## config.mk

```make
export PLATFORM = sky130hd
export DESIGN_NAME = dm_cache
export DESIGN_NICKNAME = d
export VERILOG_FILES = /design/src/rtl/dm_cache.sv
export SDC_FILE = /design/constraint.sdc
export NUM_CORES = 2
export LEC_CHECK = 0
export ABC_AREA = 1
export BUFFER_PORTS_ARGS = -buffer_cell sky130_fd_sc_hd__clkbuf_2
export CAP_MARGIN = 5
export CORE_UTILIZATION = 30
export CTS_CLUSTER_SIZE = 10
export DETAILED_ROUTE_END_ITERATION = 10
export PLACE_DENSITY_LB_ADDON = 0.05
export SLEW_MARGIN = 20
export SYNTH_ARGS = -nofsm -noshare
export SYNTH_HDL_FRONTEND = slang
export SYNTH_SLANG_ARGS = --single-unit
```

## constraint.sdc

```tcl
create_clock -name clk -period 5.15 [get_ports clk]
set_clock_uncertainty 0.15 [all_clocks]
set_input_delay 0.7725 -clock clk [delete_from_list [all_inputs] [get_ports clk]]
set_output_delay 0.7725 -clock clk [all_outputs]
set_load 0.01 [all_outputs]
```

## src/rtl/dm_cache.sv

```systemverilog
// Direct-mapped, write-back, write-allocate cache between the CPU word port and the 256-bit line port.
// Latency: a hit responds combinationally in the same cycle; a miss waits on writeback (if dirty) and fill, then hits.
// Backpressure: CPU request is held until mem_resp; pmem_read/pmem_write are held until pmem_resp.
module dm_cache #(
  parameter int S_INDEX = 3
) (
  input  logic         clk,
  input  logic         rst,
  input  logic [31:0]  mem_address,
  input  logic         mem_read,
  input  logic         mem_write,
  input  logic [3:0]   mem_byte_enable,
  input  logic [31:0]  mem_wdata,
  output logic [31:0]  mem_rdata,
  output logic         mem_resp,
  output logic [31:0]  pmem_address,
  output logic         pmem_read,
  output logic         pmem_write,
  output logic [255:0] pmem_wdata,
  input  logic [255:0] pmem_rdata,
  input  logic         pmem_resp
);

  localparam int NSETS = 1 << S_INDEX;
  localparam int TAG_W = 27 - S_INDEX;

  typedef enum logic [1:0] {IDLE, WRITEBACK, ALLOCATE} state_e;

  state_e state_q, state_d;

  // Per-set metadata and line storage.
  logic [NSETS-1:0] valid_q;
  logic [NSETS-1:0] dirty_q;
  logic [TAG_W-1:0] tag_q  [NSETS];
  logic [255:0]     data_q [NSETS];

  // Line address of the miss being serviced. Latched on miss entry so the
  // memory-side address stays stable even if the CPU drops its request.
  logic [26:0] miss_line_q, miss_line_d;

  logic [S_INDEX-1:0] cpu_idx;
  logic [TAG_W-1:0]   cpu_tag;
  logic [2:0]         cpu_word;
  logic [S_INDEX-1:0] miss_idx;
  logic [TAG_W-1:0]   miss_tag;
  logic               hit;
  logic               req;
  logic               hit_wr;
  logic               wb_done;
  logic               fill_done;
  logic               unused_addr_bits;

  assign cpu_word = mem_address[4:2];
  assign cpu_idx  = mem_address[4+S_INDEX:5];
  assign cpu_tag  = mem_address[31:5+S_INDEX];
  assign miss_idx = miss_line_q[S_INDEX-1:0];
  assign miss_tag = miss_line_q[26:S_INDEX];

  // Byte offset within a word never affects word selection.
  assign unused_addr_bits = &{1'b0, mem_address[1:0]};

  assign hit       = valid_q[cpu_idx] && (tag_q[cpu_idx] == cpu_tag);
  assign req       = mem_read | mem_write;
  assign mem_rdata = data_q[cpu_idx][{cpu_word, 5'b00000} +: 32];

  // Next-state and output decode; all outputs default to inactive/zero.
  always_comb begin
    state_d      = state_q;
    miss_line_d  = miss_line_q;
    mem_resp     = 1'b0;
    pmem_read    = 1'b0;
    pmem_write   = 1'b0;
    pmem_address = '0;
    pmem_wdata   = '0;
    hit_wr       = 1'b0;
    wb_done      = 1'b0;
    fill_done    = 1'b0;
    case (state_q)
      IDLE: begin
        if (req) begin
          if (hit) begin
            mem_resp = 1'b1;
            // A simultaneous read and write is serviced as a write.
            hit_wr   = mem_write;
          end else begin
            miss_line_d = mem_address[31:5];
            state_d     = (valid_q[cpu_idx] && dirty_q[cpu_idx]) ? WRITEBACK : ALLOCATE;
          end
        end
      end
      WRITEBACK: begin
        pmem_write   = 1'b1;
        pmem_address = {tag_q[miss_idx], miss_idx, 5'b00000};
        pmem_wdata   = data_q[miss_idx];
        if (pmem_resp) begin
          wb_done = 1'b1;
          state_d = ALLOCATE;
        end
      end
      ALLOCATE: begin
        pmem_read    = 1'b1;
        pmem_address = {miss_line_q, 5'b00000};
        if (pmem_resp) begin
          fill_done = 1'b1;
          state_d   = IDLE;
        end
      end
      default: state_d = IDLE;
    endcase
  end

  // FSM state and valid/dirty bits; reset abandons any in-flight fill.
  always_ff @(posedge clk) begin
    if (rst) begin
      state_q     <= IDLE;
      miss_line_q <= '0;
      valid_q     <= '0;
      dirty_q     <= '0;
    end else begin
      state_q     <= state_d;
      miss_line_q <= miss_line_d;
      if (hit_wr) begin
        dirty_q[cpu_idx] <= 1'b1;
      end
      if (wb_done) begin
        dirty_q[miss_idx] <= 1'b0;
      end
      if (fill_done) begin
        valid_q[miss_idx] <= 1'b1;
        dirty_q[miss_idx] <= 1'b0;
      end
    end
  end

  // Line data and tags: byte-lane merge on hit writes, whole-line install on fill.
  always_ff @(posedge clk) begin
    if (!rst) begin
      if (hit_wr) begin
        for (int b = 0; b < 4; b++) begin
          if (mem_byte_enable[b]) begin
            data_q[cpu_idx][{cpu_word, 2'(b), 3'b000} +: 8] <= mem_wdata[8*b +: 8];
          end
        end
      end
      if (fill_done) begin
        data_q[miss_idx] <= pmem_rdata;
        tag_q[miss_idx]  <= miss_tag;
      end
    end
  end

endmodule
```

After elaboration in Yosys (flattened, before gate mapping). Memory sizes are Yosys's and may differ from the RTL's. A register that Yosys moved wholly into a read port is not among the register bits. Cells that the tools add are included.

Equal/unequal tests: 7. Add/sub/neg operators: 4. Bitwise logic cells: 775. Mux-type cells: 826. Magnitude comparators: 4. Shift operators: 9. Reductions and logical operators: 8.

Operators with widths (count): 256-bit two-way mux (7); 8-bit by 10-bit variable shift with 256-bit output (first input constant) (4); 8-bit by 10-bit indexed part select with 256-bit output (4); 1-bit two-way mux (798); 1-bit bitwise OR (769); 256-bit OR reduction (1); 256-bit by 9-bit indexed part select with 32-bit output (1); 32-bit case mux with 2 select lines (1); 8-bit two-way mux (5); 8-bit negator with 10-bit output (4); 24-bit equality test (1); 8-bit bitwise AND (2); 8-bit bitwise OR (2); 3-bit two-way mux (5); 2-bit two-way mux (5); 3-bit by 4-bit less-than comparator with 1-bit output (second input constant) (2); 2-bit inequality test (second input constant) (4); 8-bit inverter (1); 1-bit binary-select mux with 3-bit select (2); 1-bit demux with 3-bit select (2); 3-bit by 1-bit >= comparator with 1-bit output (second input constant) (2); 2-bit case mux with 3 select lines (1); 1-bit logical AND (4); 4-bit AND reduction (1); 5 further kinds (5).

Logic and storage cells: 1639. Register bits after elaboration: 45. Memory bits (writable): 2240. Output and inout port bits: 323. Memories: 2. Bits of input ports: 329.

Memory list: data_q (words 8, width 256, read ports 2, clocked after Yosys merged registers in 1, write ports 1, line 35) `logic [255:0] data_q [NSETS];`; tag_q (words 8, width 24, read ports 2, clocked after Yosys merged registers in 1, write ports 1, line 34) `logic [TAG_W-1:0] tag_q [NSETS];`.

Logic depth before layout (Yosys ltp).
Word-level depth: 13. Depth in mapped cells: 20.

Worst setup path after synthesis. OpenSTA, ideal clock, no wires.

Path kind: input to register. Start: input mem_address[2]. End: memory data_q[1][0] (enable). Data arrival time: 3.431 ns. Stages: 11. Setup time: 0.375 ns. Slack: 1.194 ns. Buffers on the path: 4. Path through: clkbuf_1 inv_1 clkbuf_1 clkbuf_1 buf_1 ha_1 ha_1 nand4_1 inv_1 nand3_2 a21oi_1.

Word-level cells in the longest chain between the ends: 7. Elaborated cells between the ends (all ways): 16. Classes of those cells: 4 x add/sub; 4 x shift; 5 x mux; 3 x bitwise.

Ends and longest elaborated chain: from (decl) (line 9) `input logic [31:0] mem_address,`; 8-bit negator with 10-bit output (line 141) `data_q[cpu_idx][{cpu_word, 2'(b), 3'b000} +: 8] <= mem_wdata[8*b +: 8];`; 8-bit by 10-bit variable shift with 256-bit output (line 141); 256-bit two-way mux (not written as such) (line 141); 1-bit bitwise OR (no line) (2 in series); 1-bit bitwise OR (no line) *; 256-bit two-way mux (no line) *; to (decl) (line 35).

Mark *: on every way between the ends. The rest lies on a longest branch, timed or not.

Worst setup path in the final report.
Start: input mem_address[6]. End: output mem_rdata[15].

Word-level cells in the longest chain between the ends: 2.

Ends and longest elaborated chain: memory 8 x 256 bit; 256-bit by 9-bit indexed part select with 32-bit output (line 64) `assign mem_rdata = data_q[cpu_idx][{cpu_word, 5'b00000} +: 32];`; to (decl) (line 14) `output logic [31:0] mem_rdata,`.

Every way passes these cells.

==> results.yml <==
status:
  outcome: "completed"
yosys:
  synth.yosys.warnings: 0
  synth-seq-area-share_pct: 61.40
  synth-xor-area-share_pct: 0
  synthSimpleGateAreaFrac_pct: 11.76
  syn_inst: 11210
  avgSynthCellArea_sq_um: 9.915
  synth_edf_count: 2240
  synth_cell_type_count: 52
  mappedNetlistArea_sq_mm: 0.1111
  synth_mux_area_share_pct: 0
  synth_flop_cell: "edfxtp_1"
  synth-compound-area-share_pct: 20.55
  synth_top_family_by_area: "compound AO/OA/AOI/OAI gates"
  synthArstFlopShare_pct: 0
  synthAdderAreaFrac_pct: 0.1013
  synth_seq_cells: 2288
setup_path:
  reg2reg_from: "state_q[0]"
  slowest_delay_ps: 630
  crit_slowest_cell: "o21ai_0"
  crit_path_end_kind: "primary output"
  cp.arrival_ps: 4220
  startpoint: "mem_address[6]"
  rr_endpoint: "data_q[1][126]"
  crit_chain: "clkbuf_2, buf_4, inv_2, nand2_1, nor2_4, inv_6, buf_4, nor2_1, a221oi_1, nand4_1, o21ai_0, o21ai_0, buf_4, nand2_1, nand2_1, clkbuf_2"
  cp-start-kind: "input pin"
  reg2reg_setup_slack_ps: 1140
  path_class: "input pin to primary output"
  cp.depth: 16
  crit_fanout: 21
  endpoint: "mem_rdata[15]"
  ff2ff_path_depth: 11
  worstPathRequired_ps: 4230
  path_buf_inv: 7
  critical-path-top-delay-family: "buffers and inverters"
sta:
  setup_viol: 0
  finalWorstSetupSlack_ps: 4.869
  finalCritPeriodShare_pct: 99.91
  hold_viol_final: 0
  max_freq_ghz: 0.1944
  grt_setup_unrepaired: "false"
  slew_violations: 0
  fin_hold_ws_ps: 115.9
  min_period_ps: 5145
  slew_headroom_pct: 9.978
  tightestPinTransition_ps: 1344
grt:
  first_global_vias: 94330
  antenna_found_initial: 75
  grt_max_degree: 143
  gr-total-overflow: 0
  grtUsageTotal_pct: 32.12
  grt_pass1_wl_mm: 822.6
cts:
  cts_sinks: 2288
  clk_pin_slew_ps: 50
  htree_num_levels: 5
  clock_latency_ps: 940
  post_cts_buffers: 0
  cts_buffers: 294
  clk_path_buf_depth: 4
  clock-root-buffer: "clkbuf_16"
  tritoncts: "done"
floorplan:
  dieArea_sq_mm: 0.3728
  io_pins: 652
  dieHeight_um: 610.6
  num_rows: 223
  start_util_pct: 30.12
  die_w_um: 610.6
  core_area_sq_mm: 0.3689
power:
  power.internal_mw: 32.86
  p_per_area_mw_per_mm2: 333.9
  power.share.clock_pct: 41.8
  leakage_nw: 50.84
  p_comb_share_pct: 13.3
  seqPwrFrac_pct: 44.9
  peakVddDrop_mv: 0.2098
  switching_share_pct: 28.28
  power.switching_mw: 12.96
  total_power_mw: 45.82
routing:
  ant_nets: 0
  viasPerCell: 5.685
  drtIter0Drc: 13270
  drc: 0
  totalWireLength_mm: 619.4
  routedWlPerCell_um: 34.95
  firstDrtPassIters: 8
  vias: 100700
layout:
  drive_gt1_share_pct: 18.52
  nFillCells: 37050
  num-nets-final: 12830
  syn_to_final_growth_pct: 23.50
  post-route-util_pct: 37.20
place:
  dp_hpwl_mm: 436.8
  place_ws_ps: -2.389
  gp_congestion: 0.9481
  numPortBuffers: 644
run:
  drv_cap: 0
worst_hold_path:
  hold_class: "input pin to register"
Yosys cell counts, drive strengths merged (2+ instances only):
cell     count  share of area, %
and2         2             0.011
a22o         7             0.055
nor3        21             0.095
o21bai       5             0.034
o21ai     1923               8.7
o221ai      26              0.20
a2111o       3             0.030
a21boi       2             0.014
a31oi      213               1.2
nand2     1706               5.8
nor2      1013               3.4
a21oi      922               4.2
a22oi      124              0.84
clkbuf     756               2.6
dfxtp       48              0.86
nand3b       7             0.047
or3          2             0.011
clkinv       6             0.020
o311ai      22              0.17
nor4         2             0.011
a311oi      44              0.35
o2111ai     37              0.29
a211oi       7             0.047
buf        165              0.76
a221oi     292               2.3
o22ai      167              0.94
o211ai     144              0.97
edfxtp    2240                61
ha           9              0.10
or2          7             0.039
inv        843               2.8
nand4      186               1.0
a2111oi     11             0.087
o2bb2ai     16              0.13
nand3      222               1.3
timing repair:
item | CTS | global route
endpoints found under the setup margin | 1 | 0
hold endpoints to repair | 24 | 0
hold buffers | 24 | 0
resized for setup | 1 | 0
worst min path at each step:
stage                    end  depth (start not counted)            from  slack, ps
3_3_place_gp      dirty_q[7]                          2      dirty_q[7]        280
6_report       data_q[7][85]                          4  pmem_rdata[85]        120
4_1_cts        data_q[7][85]                          4  pmem_rdata[85]         60
5_1_grt        data_q[1][85]                          4  pmem_rdata[85]        100
3_5_place_dp      dirty_q[7]                          2      dirty_q[7]        290
2_1_floorplan     dirty_q[3]                          2      dirty_q[3]        270
state kept, by name, indices dropped and copies added, names as in the netlist, named ones only:
register	cells
valid_q	8
dirty_q	8
state_q	2
data_q	2048
tag_q	192
miss_line_q	27
power groups by stage:
stage                     Combinational, mW  Clock, mW  Sequential [mW]
final                                  6.08       19.2             20.6
after global routing                   6.33       20.1             20.6
after floorplan                        2.76          0             20.9
after detailed placement               5.92          0             21.0
after global placement                 5.90          0             21.0
after CTS                              5.96       19.4             20.6
routing by layer:
layer / global-route usage, % / share of wire, % / vias to the layer above / wire length, um
li1: - / - / 43410 / -
met1: 42.11 / 41 / 50700 / 251700
met2: 48.30 / 44 / 5463 / 269800
met3: 5.973 / 8.3 / 1144 / 51180
met4: 21.54 / 7.5 / 12 / 46590
met5: 0 / 0.011 / - / 70
worst reg2reg max path, delay by kind of cell, from the launching register on:
family | cells | cell delay [ps]
buf+inv | 4 | 1240
compound gates | 2 | 500
fa+ha+maj | 1 | 170
simple gates | 4 | 1340
flops | 1 | 340
cell usage in the layout, fill, tap and decap left out, types with 55 or more instances in the layout:
cell and n:
a22oi_1 124, a221oi_1 292, clkbuf_1 94, o22ai_1 167, buf_4 1104, nand3_1 190
diode_2 82, clkinv_1 55, o21ai_0 1867, clkbuf_16 301, nand2_1 1685, inv_1 827
a31oi_1 211, nor2_1 989, edfxtp_1 2240, o211ai_1 144, o21ai_1 56, nand4_1 186
clkbuf_2 640, a21oi_1 914, buf_12 138
cell families after synthesis:
group / Yosys count
flip-flops: 2288
buffers and inverters: 1770
AND/OR/NAND/NOR: 3168
AO/OA/AOI/OAI: 3970
adder cells (fa/ha/maj): 9
other: 1
layout make-up:
class	instances	area [sq um]	share of cell area, %
antenna	82	205.2	0.1495
clock buffer	402	7981	5.816
clock inverter	90	525.5	0.3830
inverter	849	3271	2.383
multi-input combinational	7152	36300	26.45
sequential	2288	68240	49.73
tap	4950	6193	4.513
timing repair buffer	1907	14510	10.57
through the flow:
stage                     setup TNS (ps)  cells  cell area [sq um]
after floorplan                        0  11210             111100
after global placement            -9.276  17120             128300
after detailed placement          -2.389  17120             128300
after CTS                              0  17640             137000
after global routing                   0  17670             137100
final                                  0  17720             137200
Note: power is estimated with default switching activity, not from simulation.
